### src/rtl/ldpc_pkg.sv
// ldpc_pkg: shared LDPC constants and GF(2) helpers for the encoder and future decoder.
package ldpc_pkg;
  localparam int N_DEF = 11;
  localparam int K_DEF = 6;
  localparam int MAX_W = 64;

  function automatic int row_off(input int r, input int n, input int k);
    return (k - 1 - r) * n;
  endfunction

  // Operands are zero-extended by callers, so the high bits never contribute.
  function automatic logic gf2_dot(input logic [MAX_W-1:0] a, input logic [MAX_W-1:0] b);
    return ^(a & b);
  endfunction
endpackage

### src/rtl/ldpc_encoder_gf2_vec_mat_mul.sv
// gf2_vec_mat_mul: combinational K-bit vector by KxN matrix product over GF(2).
module gf2_vec_mat_mul
  import ldpc_pkg::*;
#(
  parameter int N = N_DEF,
  parameter int K = K_DEF
) (
  input  logic [K-1:0]   info_bits,
  input  logic [K*N-1:0] generator,
  output logic [N-1:0]   product
);
  for (genvar c = 0; c < N; c++) begin : g_col
    logic [K-1:0] col;
    // col is aligned with info_bits: col[K-1-r] is G[r][c]
    for (genvar r = 0; r < K; r++) begin : g_row
      assign col[K-1-r] = generator[row_off(r, N, K) + N - 1 - c];
    end
    assign product[N-1-c] = gf2_dot(MAX_W'(info_bits), MAX_W'(col));
  end
endmodule

### src/rtl/ldpc_encoder_top.sv
// ldpc_encoder_top: registered GF(2) block encoder with a runtime generator matrix.
module ldpc_encoder_top
  import ldpc_pkg::*;
#(
  parameter int N = N_DEF,
  parameter int K = K_DEF
) (
  input  logic           clk,
  input  logic           rst_n,
  input  logic           i_en,
  input  logic [K-1:0]   info_bits,
  input  logic [K*N-1:0] generator,
  output logic [N-1:0]   codeword,
  output logic           o_valid
);
  logic [N-1:0] product;

  gf2_vec_mat_mul #(.N(N), .K(K)) u_mul (
    .info_bits(info_bits),
    .generator(generator),
    .product(product)
  );

  always_ff @(posedge clk or negedge rst_n) begin
    if (!rst_n) begin
      codeword <= '0;
      o_valid  <= 1'b0;
    end else begin
      o_valid <= i_en;
      if (i_en) codeword <= product;
    end
  end
endmodule

### config.mk
export PLATFORM = sky130hd
export DESIGN_NAME = ldpc_encoder_top
export DESIGN_NICKNAME = d
export VERILOG_FILES = /design/src/rtl/ldpc_pkg.sv /design/src/rtl/ldpc_encoder_gf2_vec_mat_mul.sv /design/src/rtl/ldpc_encoder_top.sv
export SDC_FILE = /design/constraint.sdc
export NUM_CORES = 1
export LEC_CHECK = 0
export ABC_CLOCK_PERIOD_IN_PS = 900
export BUFFER_PORTS_ARGS = -buffer_cell sky130_fd_sc_hd__buf_2
export CAP_MARGIN = 5
export CORE_MARGIN = 5
export CORE_UTILIZATION = 47
export CTS_BUF_LIST = sky130_fd_sc_hd__clkbuf_4 sky130_fd_sc_hd__clkbuf_8
export DETAILED_ROUTE_END_ITERATION = 12
export GPL_ROUTABILITY_DRIVEN = 0
export GPL_TIMING_DRIVEN = 0
export PLACE_DENSITY_LB_ADDON = 0.05
export SLEW_MARGIN = 15
export SYNTH_ARGS = -nofsm -noshare
export SYNTH_HDL_FRONTEND = slang
export SYNTH_SLANG_ARGS = --single-unit
export TNS_END_PERCENT = 20
### constraint.sdc
create_clock -name clk -period 0.9 [get_ports clk]
set_input_delay 0.09 -clock clk [delete_from_list [all_inputs] [get_ports clk]]
set_output_delay 0.09 -clock clk [all_outputs]
set_load 0.1 [all_outputs]
Word level (Yosys, flattened, before mapping)
Cells that the tools add are included. Widths: inputs -> output; s select.

Bits in registers: 12. Input port bits: 75.

Bitwise operators: 11. Reduce and logical (&&, ||, !) cells: 11.

Operators with widths (count): $reduce_xor 64->1 (11); $and 6x6->6 (11).

Logic depth before layout (Yosys ltp)
Word-level depth: 2. Gate-level depth with buffers: 5. Mapped depth without buffers: 4.

By module
A second synthesis with hierarchy kept.

Cells, all modules: 140. Area total of the unflattened synthesis: 1380.1 um2.

By module, submodules not included: gf2_vec_mat_mul (times used 1, cells each 116, area each 907.1 um2, sequential area each 0.0 um2); ldpc_encoder_top (times used 1, cells each 24, area each 473.0 um2, sequential area each 300.3 um2).

Worst setup path after synthesis
Ideal clock, no wire load.

Path kind: reg2reg. Start: register codeword[10] (netlist name). End: register codeword[10]. Library setup time: 0.078 ns. Data arrival time: 1.128 ns. Data required time: 0.822 ns. Slack: -0.305 ns. Cell stages (with the launch flop): 3. Clock period less this slack: 1.205 ns. Cells stage by stage: dfrtp_1 -> nor2_1 -> a21oi_1.

RTL lines: end signal: assignment (line ldpc_encoder_top.sv:30) `if (i_en) codeword <= product;`; end: declaration (line ldpc_encoder_top.sv:13) `output logic [N-1:0] codeword,`.

Worst setup path in the final report
Start: register codeword[2]. End: output port codeword[2].

No word-level cell between the ends.

==> run summary <==
status = complete, but fails checks
violated checks = setup timing
startpoint types = register
Leak Pwr = 1.13 nW
M1 GR Usage = 0.216
non-filler cells in the finished layout = 279
DR DRC count = 0
WP data arrival = 0.94 ns
DRT Wirelength = 4100 µm
H-Tree Depth = 1
Hold Crit Class = in2reg
Setup Viol. Count Final = 20
fin crit share = 1.14
DR iter-0 viols = 50
FF+latch count, synth = 12
synthesized cell area = 1310 µm²
Placed Instance Area = 1820 µm²
power density over the cells = 1730 nW/µm²
Max-Slew Margin vs Limit = 0.632
share of cells above drive strength 1 = 0.548
clk buf depth = 2
Final Max Slew Viols = 0
die width = 62.7 µm
synth unique cells = 12
Worst Max-Slew Pin Slew = 0.552 ns
reg-to-reg endpoint = codeword[2]
worst setup margin = -0.125 ns
Core Region = 2710 µm²
worst reg2reg path depth = 3
vias per inst = 4.85
Avg Cell Area, Syn = 8.59 µm²
PortBufs = 86
area delta synth->final = 62.7%
Crit Path Class = reg2out
most used routing layer = met2
final core utilization = 0.783
wire per inst = 14.7 µm
post-placement setup slack = -0.374 ns
GR Util met3 = 0.0629
Worst Skew = 0 ns
slowest CP cell = dfrtp_4
Synth Net Count = 227
Multi-input gate area = 998 µm²
CTS buffer count = 3
Register Area = 318 µm²
worst hold stages = 3
CTS tree = yes
first-pass iteration count of the detailed router = 4
vias in the first global route = 1458
fill count = 209
largest net degree at the start of global routing = 13
cell family with most CP delay = flip-flops
Design Area, Final = 2120 µm²
Hold Path End = codeword[1]
Max Fclk = 0.976 GHz
GR Layer Usage met2 = 0.376
worst-path fanout max = 2
Fin Hold WS = 0.129 ns
die height = 62.7 µm
initial antenna violation count = 0
first-pass GRT wire length = 6530 µm
IO Pins = 87
clk root buf = clkbuf_4
Synthesis Warnings = 0
detailed-placement wirelength estimate = 3060 µm
Final Hold Fails = 0
RSZ-0062 raised after global routing = yes
CP Buf/Inv Count = 1
power after layout = 3.68 mW
Final Net Count = 325
std cell rows = 19
Total Routing Usage GR = 0.202
CP Capture Type = primary output
sequential area share after synthesis = 0.230
Worst EP required = 0.81 ns
Worst-path clk slew = 0.06 ns
Crit Reg-Reg Startpoint = codeword[2]
via count = 1354
Antenna diodes = 0
crit-path max cell delay = 0.49 ns
worst skew pair latency = 0.27 ns
total grt overflow = 0
final setup TNS = -1.10 ns
Max Cap Viol = 0
worst setup path start = codeword[2]
Cells after Synth = 152
Routed Antenna Nets = 0
Max VDD drop = 1.94 mV
die area = 3930 µm²
CP Cell Sequence = buf_12
# placed instances = 269
Tmin final = 1.03 ns
initial core utilization = 0.482
# clock sinks = 12
HP Start = i_en
worst reg-to-reg setup slack = 0 ns
Crit path depth = 1
==> report_power, final <==
group	switching, mW	internal (mW)	total (mW)
logic	1.44	1.08	2.52
clock network	0.162	0.155	0.317
registers	0.143	0.696	0.839
total	1.75	1.93	3.68
==> worst max-delay path by stage <==
stage,slack (ns),to
2_1_floorplan,-0.06,codeword[10]
3_3_place_gp,-0.32,codeword[6]
3_5_place_dp,-0.37,codeword[10]
4_1_cts,-0.12,codeword[2]
5_1_grt,-0.15,codeword[2]
6_report,-0.13,codeword[2]
==> area by class of cell <==
cell class / count / share of cell area
sequential: 12 / 0.150
buffer: 8 / 0.0371
timing repair buffer: 93 / 0.314
clock buffer: 3 / 0.0106
tap: 31 / 0.0183
multi-input combinational: 132 / 0.470
==> sequential cells by signal, summed over array words and instances, names as in the netlist <==
name	flops
codeword	11
o_valid	1
==> repair_timing <==
action | 4_1_cts | 5_1_grt
pin swaps | 0 | 12
setup buffers | 1 | 4
endpoints found under the setup margin | 22 | 23
hold endpoints to repair | 13 | 0
resized for setup | 34 | 29
hold buffers | 2 | 0
==> layout by cell type (no fill, tap or decap) <==
master,count
dlygate4sd3_1,2
a21oi_1,5
nand2_2,7
buf_6,8
dfrtp_4,1
dfrtp_2,11
xor2_1,11
xnor3_1,11
a21oi_2,6
xnor2_2,10
nor2_2,1
buf_4,5
nand2_1,59
xnor2_1,12
buf_12,10
nor2_1,10
clkbuf_1,2
buf_8,2
clkbuf_4,3
buf_2,72
==> cells by family after synthesis <==
logic type / Yosys count / share of synthesized area
simple gates: 77 / 0.221
xor+xnor: 44 / 0.469
flops: 12 / 0.230
compound gates: 11 / 0.0422
buf+inv: 8 / 0.0374
==> cell usage after synthesis <==
master	n	area (µm²)
a21oi_1	11	55.1
buf_6	1	11.3
dfrtp_1	12	300
xor2_1	11	96.3
xnor2_2	10	163
xnor2_1	12	105
xnor3_1	11	248
nand2_1	66	248
buf_4	2	15.0
buf_2	3	15.0
nor2_1	11	41.3
clkbuf_1	2	7.51
==> layer usage <==
metal | wire length (µm) | share of wire
met1 | 1470 | 0.36
met5 | 0 | 0
met2 | 2180 | 0.53
met4 | 106 | 0.026
met3 | 348 | 0.085
(Power assumes the default switching activity.)
